### src/rtl/rr_grant_arbiter_pkg.sv
// Shared types and helpers for the four-way round-robin grant arbiter.
// Holds state encodings, requester count and the rotating-priority search.
package rr_grant_arbiter_pkg;

    localparam int NUM_REQ = 4;
    localparam int ID_W    = 2;

    typedef enum logic [1:0] {
        IDLE       = 2'd0,
        GRANT      = 2'd1,
        TURNAROUND = 2'd2
    } state_t;

    // Returns {found, index}: first set request scanning ptr+1 .. ptr+4 (mod 4).
    // The loop runs from the farthest offset down so the nearest one wins.
    function automatic logic [ID_W:0] rr_pick(input logic [NUM_REQ-1:0] req,
                                              input logic [ID_W-1:0]    ptr);
        logic [ID_W-1:0] cand;
        rr_pick = '0;
        for (int i = NUM_REQ; i >= 1; i--) begin
            cand = ptr + ID_W'(i);
            if (req[cand]) begin
                rr_pick = {1'b1, cand};
            end
        end
    endfunction

endpackage

### src/rtl/rr_grant_arbiter_decoder.sv
// 2-to-4 enable decoder turning the registered owner index into a one-hot grant.
// Purely combinational; output is all-zero when en is low.
module grant_decoder
    import rr_grant_arbiter_pkg::*;
(
    input  logic [ID_W-1:0]    addr,
    input  logic               en,
    output logic [NUM_REQ-1:0] dec
);

    always_comb begin
        dec = '0;
        if (en) begin
            dec[addr] = 1'b1;
        end
    end

endmodule

### src/rtl/rr_grant_arbiter.sv
// Four-way round-robin arbiter with hold limit and one dead cycle between owners.
// Grant visible one cycle after the request is sampled; all outputs come from registers.
module rr_grant_arbiter
    import rr_grant_arbiter_pkg::*;
#(
    parameter int unsigned HOLD_MAX = 8
) (
    input  logic               clk,
    input  logic               reset,
    input  logic [NUM_REQ-1:0] req,
    output logic [NUM_REQ-1:0] gnt,
    output logic               gnt_valid,
    output logic [ID_W-1:0]    gnt_id,
    output logic               busy
);

    localparam logic [7:0] HOLD_LIM = 8'(HOLD_MAX);

    state_t          state;
    logic [ID_W-1:0] ptr;
    logic [7:0]      hold_cnt;
    logic [ID_W:0]   pick;
    logic            win_found;
    logic [ID_W-1:0] win_id;
    logic            owner_req;
    logic            other_req;

    assign pick      = rr_pick(req, ptr);
    assign win_found = pick[ID_W];
    assign win_id    = pick[ID_W-1:0];

    // gnt is the owner mask while granting, so it splits req into owner/others.
    assign owner_req = |(req & gnt);
    assign other_req = |(req & ~gnt);

    grant_decoder u_dec (
        .addr (gnt_id),
        .en   (gnt_valid),
        .dec  (gnt)
    );

    always_ff @(posedge clk or posedge reset) begin
        if (reset) begin
            state     <= IDLE;
            ptr       <= 2'd3;
            gnt_id    <= '0;
            gnt_valid <= 1'b0;
            busy      <= 1'b0;
            hold_cnt  <= '0;
        end else begin
            case (state)
                IDLE, TURNAROUND: begin
                    if (win_found) begin
                        state     <= GRANT;
                        ptr       <= win_id;
                        gnt_id    <= win_id;
                        gnt_valid <= 1'b1;
                        busy      <= 1'b1;
                        hold_cnt  <= 8'd1;
                    end else begin
                        state     <= IDLE;
                        gnt_id    <= '0;
                        gnt_valid <= 1'b0;
                        busy      <= 1'b0;
                        hold_cnt  <= '0;
                    end
                end
                GRANT: begin
                    if (!owner_req || (hold_cnt >= HOLD_LIM && other_req)) begin
                        state     <= TURNAROUND;
                        gnt_id    <= '0;
                        gnt_valid <= 1'b0;
                        busy      <= 1'b1;
                        hold_cnt  <= '0;
                    end else if (hold_cnt < HOLD_LIM) begin
                        hold_cnt <= hold_cnt + 8'd1;
                    end
                end
                default: begin
                    state     <= IDLE;
                    gnt_id    <= '0;
                    gnt_valid <= 1'b0;
                    busy      <= 1'b0;
                    hold_cnt  <= '0;
                end
            endcase
        end
    end

endmodule

### config.mk
export PLATFORM = sky130hd
export DESIGN_NAME = rr_grant_arbiter
export DESIGN_NICKNAME = d
export VERILOG_FILES = /design/src/rtl/rr_grant_arbiter_pkg.sv /design/src/rtl/rr_grant_arbiter_decoder.sv /design/src/rtl/rr_grant_arbiter.sv
export SDC_FILE = /design/constraint.sdc
export NUM_CORES = 1
export LEC_CHECK = 0
export BUFFER_PORTS_ARGS = -buffer_cell sky130_fd_sc_hd__buf_2
export CORE_MARGIN = 5
export CORE_UTILIZATION = 34
export CTS_CLUSTER_DIAMETER = 100
export DETAILED_ROUTE_END_ITERATION = 8
export PLACE_DENSITY = 0.52
export SLEW_MARGIN = 40
export SYNTH_ARGS = -nofsm -noshare
export SYNTH_HDL_FRONTEND = slang
export SYNTH_SLANG_ARGS = --single-unit
export TNS_END_PERCENT = 30
### constraint.sdc
create_clock -name clk -period 1.62 [get_ports clk]
set_clock_uncertainty 0.15 [all_clocks]
set_input_delay 0.162 -clock clk [delete_from_list [all_inputs] [get_ports clk]]
set_output_delay 0.162 -clock clk [all_outputs]
set_load 0.02 [all_outputs]
==> out/metrics.csv <==
metric,value,unit
Worst setup EP type,register,
antenna-violating nets left,0,
Netlist cell types,34,
Final setup viols,9,
wire length per cell,13.19,µm
diode count,0,
Max-Slew Margin vs Limit,0.6100,
Tot GR Track Use,0.1114,
FF-to-FF setup slack,-0.1,ns
pre-CTS setup slack,-0.1123,ns
Core ar.,0.002500,mm²
Reg-to-Reg Start,ptr[0]$_DFFE_PP1P_,
Max Cap Viol,0,
Tmin final,1.716,ns
Int Power,0.001065,W
Pins Over Slew Limit,0,
Die ar.,0.003779,mm²
sw power,0.0007202,W
"Seq/Total Area, Yosys",0.4472,
DR DRC count,0,
DRT Pass-1 Iters,4,
Placed Cells,135,
outcome,"complete, but fails checks",
min-delay src,req[3],
# fillers,265,
Comb power frac,0.480,
VDD IR max,0.0006419,V
Iteration-0 DRC Markers,55,
Mapped Cells,91,
initial core utilization,0.3604,
RSZ-0062 raised after global routing,yes,
final hold violation count,0,
Yosys warnings,0,
setup tns final,-0.3538,ns
part of the power in registers,0.376,
Sink Count,16,
grt total ovfl,0,
drt total wl,1.873,mm
CP Class,reg2reg,
Final Cycle Share,1.059,
net count after synthesis,99,
height of the die,61.48,µm
switching part of the total,0.4035,
multi-input combinational cell area,479.2,µm²
Final Instance Count excl. Fillers,142,
maximum clock rate,0.5828,GHz
initial antenna violation count,0,
CTS max path bufs,2,
DP HPWL,1.375,mm
Nets,121,
Worst-path clk slew,0.09,ns
crit-path max FO,4,
CTS Buf Count,3,
die width,61.48,µm
GP Congestion,0.7414,
largest net degree at the start of global routing,17,
worst-path cell chain,nor3b_1 > a311o_1 > a211o_1 > mux2i_1 > o2bb2ai_1,
cell area after synthesis,900.9,µm²
Yosys reg bits,16,
first-pass GRT wire length,3.077,mm
PortBufs,13,
"commonest cells after routing, fill and taps aside","dfrtp_1 (13), buf_2 (13), nor2_1 (9)",
Hold Crit Class,in2reg,
critical path startpoint category,register,
CTS tree,yes,
Rows,18,
vias in the first global route,705,
Mean Syn Cell Area,9.900,µm²
Crit. Startpoint,ptr[0]$_DFFE_PP1P_,
failing checks,setup timing,
DR vias,720,
Critical Path RT,1.64,ns
share of layout cells above drive strength 1,0.3482,
vias per cell,5.070,
CP peak stage delay,0.56,ns
Leak,0.5292,nW
Register Area,404.1,µm²
clock latency on the worst-skew pair,0.28,ns
Worst-Margin Slew,0.5844,ns
worst endpoint data arrival time,1.74,ns
area grow syn2layout,22.92,%
share of total power in the clock network,0.144,
root buffer cell,clkbuf_4,
H-Tree Depth,1,
pwr/cell area,1612,mW/mm²
min setup slack post-route,-0.09586,ns
"Slowest-stage cell, CP",dfstp_2,
Ports,14,
layout make-up:
class	count	area share
Inverter	6	0.02034
Clock buffer	4	0.03277
Sequential cell	16	0.3650
Timing Repair Buffer	21	0.1153
Multi-Input combinational cell	65	0.4328
Tap cell	30	0.03390
layer usage:
| metal | global-route usage | vias to the layer above | share of wire |
|---|---|---|---|
| met1 | 0.1314 | 344 | 0.45 |
| met4 | 0.05455 | 0 | 0.010 |
| met5 | 0 | - | 0 |
| met2 | 0.1888 | 15 | 0.48 |
| li1 | - | 359 | - |
| met3 | 0.02725 | 2 | 0.061 |
path summary, 6_finish.rpt:
path	end	cells after the start
setup / recovery	gnt_id[0]$_DFFE_PP0P_	5
hold / removal	ptr[0]$_DFFE_PP1P_	5
setup reg to reg	gnt_id[0]$_DFFE_PP0P_	5
hold reg to reg	ptr[1]$_DFFE_PP1P_	2
max in group asynchronous	gnt_id[0]$_DFFE_PP0P_	3
min in group asynchronous	gnt_id[1]$_DFFE_PP0P_	3
Yosys cell counts:
library cell,n,share of area
dfrtp_1,14,0.39
inv_1,6,0.025
and2b_1,1,0.0083
o32ai_1,1,0.0097
a211o_1,1,0.0097
o21bai_4,1,0.021
nor3b_1,2,0.017
a21oi_1,4,0.022
o221ai_1,1,0.0097
nor4_1,2,0.014
nor2b_1,1,0.0069
and2_1,5,0.035
a41oi_1,1,0.0097
mux2i_1,5,0.056
o21ai_0,3,0.017
xor2_1,1,0.0097
nand2_1,8,0.033
a31oi_1,2,0.014
buf_6,3,0.037
o21ba_2,1,0.011
nor3_1,2,0.011
a21o_1,1,0.0083
nor2_1,10,0.042
o22a_1,1,0.0097
clkbuf_2,1,0.0056
nand2b_1,1,0.0069
nand3_1,2,0.011
dfstp_2,2,0.058
ha_1,2,0.028
a311o_1,1,0.011
mux4_2,1,0.025
o2bb2ai_1,1,0.0097
o21ai_1,1,0.0056
and3_1,2,0.014
power by group through the flow:
stage / Combinational (W) / Sequential, W / Clock [W]
finish: 0.000858 / 0.000671 / 0.000256
global route: 0.000954 / 0.000692 / 0.000288
CTS: 0.000839 / 0.000668 / 0.000270
detailed placement: 0.000797 / 0.000678 / 0
global placement: 0.000793 / 0.000676 / 0
floorplan: 0.000577 / 0.000684 / 0
worst max-delay path: cells and delay by family, from the launching register on:
family	cells	cell delay [ns]
and+or+nand+nor	1	0.05
DFF	1	0.56
AOI/OAI and AO/OA	3	0.65
muxes	1	0.20
repair_timing:
item	4_1_cts	5_1_grt
hold buffers	1	0
resized for setup	5	5
pin swaps	1	3
endpoints found under the hold margin	14	0
setup endpoints to repair	13	16
setup buffers	1	1
cells by family (layout without fill, tap and decap cells):
| family | count (synthesis) | after routing | share of synthesized area |
|---|---|---|---|
| flops | 16 | 16 | 0.4472 |
| buf+inv | 10 | 31 | 0.06805 |
| mux | 6 | 6 | 0.08056 |
| xor+xnor | 1 | 1 | 0.009724 |
| fa+ha+maj | 2 | 2 | 0.02777 |
| compound gates | 20 | 20 | 0.1681 |
| simple gates | 36 | 36 | 0.1986 |
through the flow:
stage                     area [µm²]  hold slack [ns]  utilization  total power, W
after floorplan                913.4         -0.07576            -        0.001261
after detailed placement        1015           0.1101       0.4059        0.001475
final                           1107           0.2240       0.4429        0.001785
after CTS                       1079           0.2165       0.4314        0.001777
after global routing            1107           0.2740       0.4429        0.001934
after global placement          1015           0.1117       0.4059        0.001469
registers in the layout, summed over array words and instances (netlist names):
signal,count
busy,1
gnt_id,2
gnt_valid,1
hold_cnt,8
ptr,2
state,2
(Power assumes the default switching activity.)
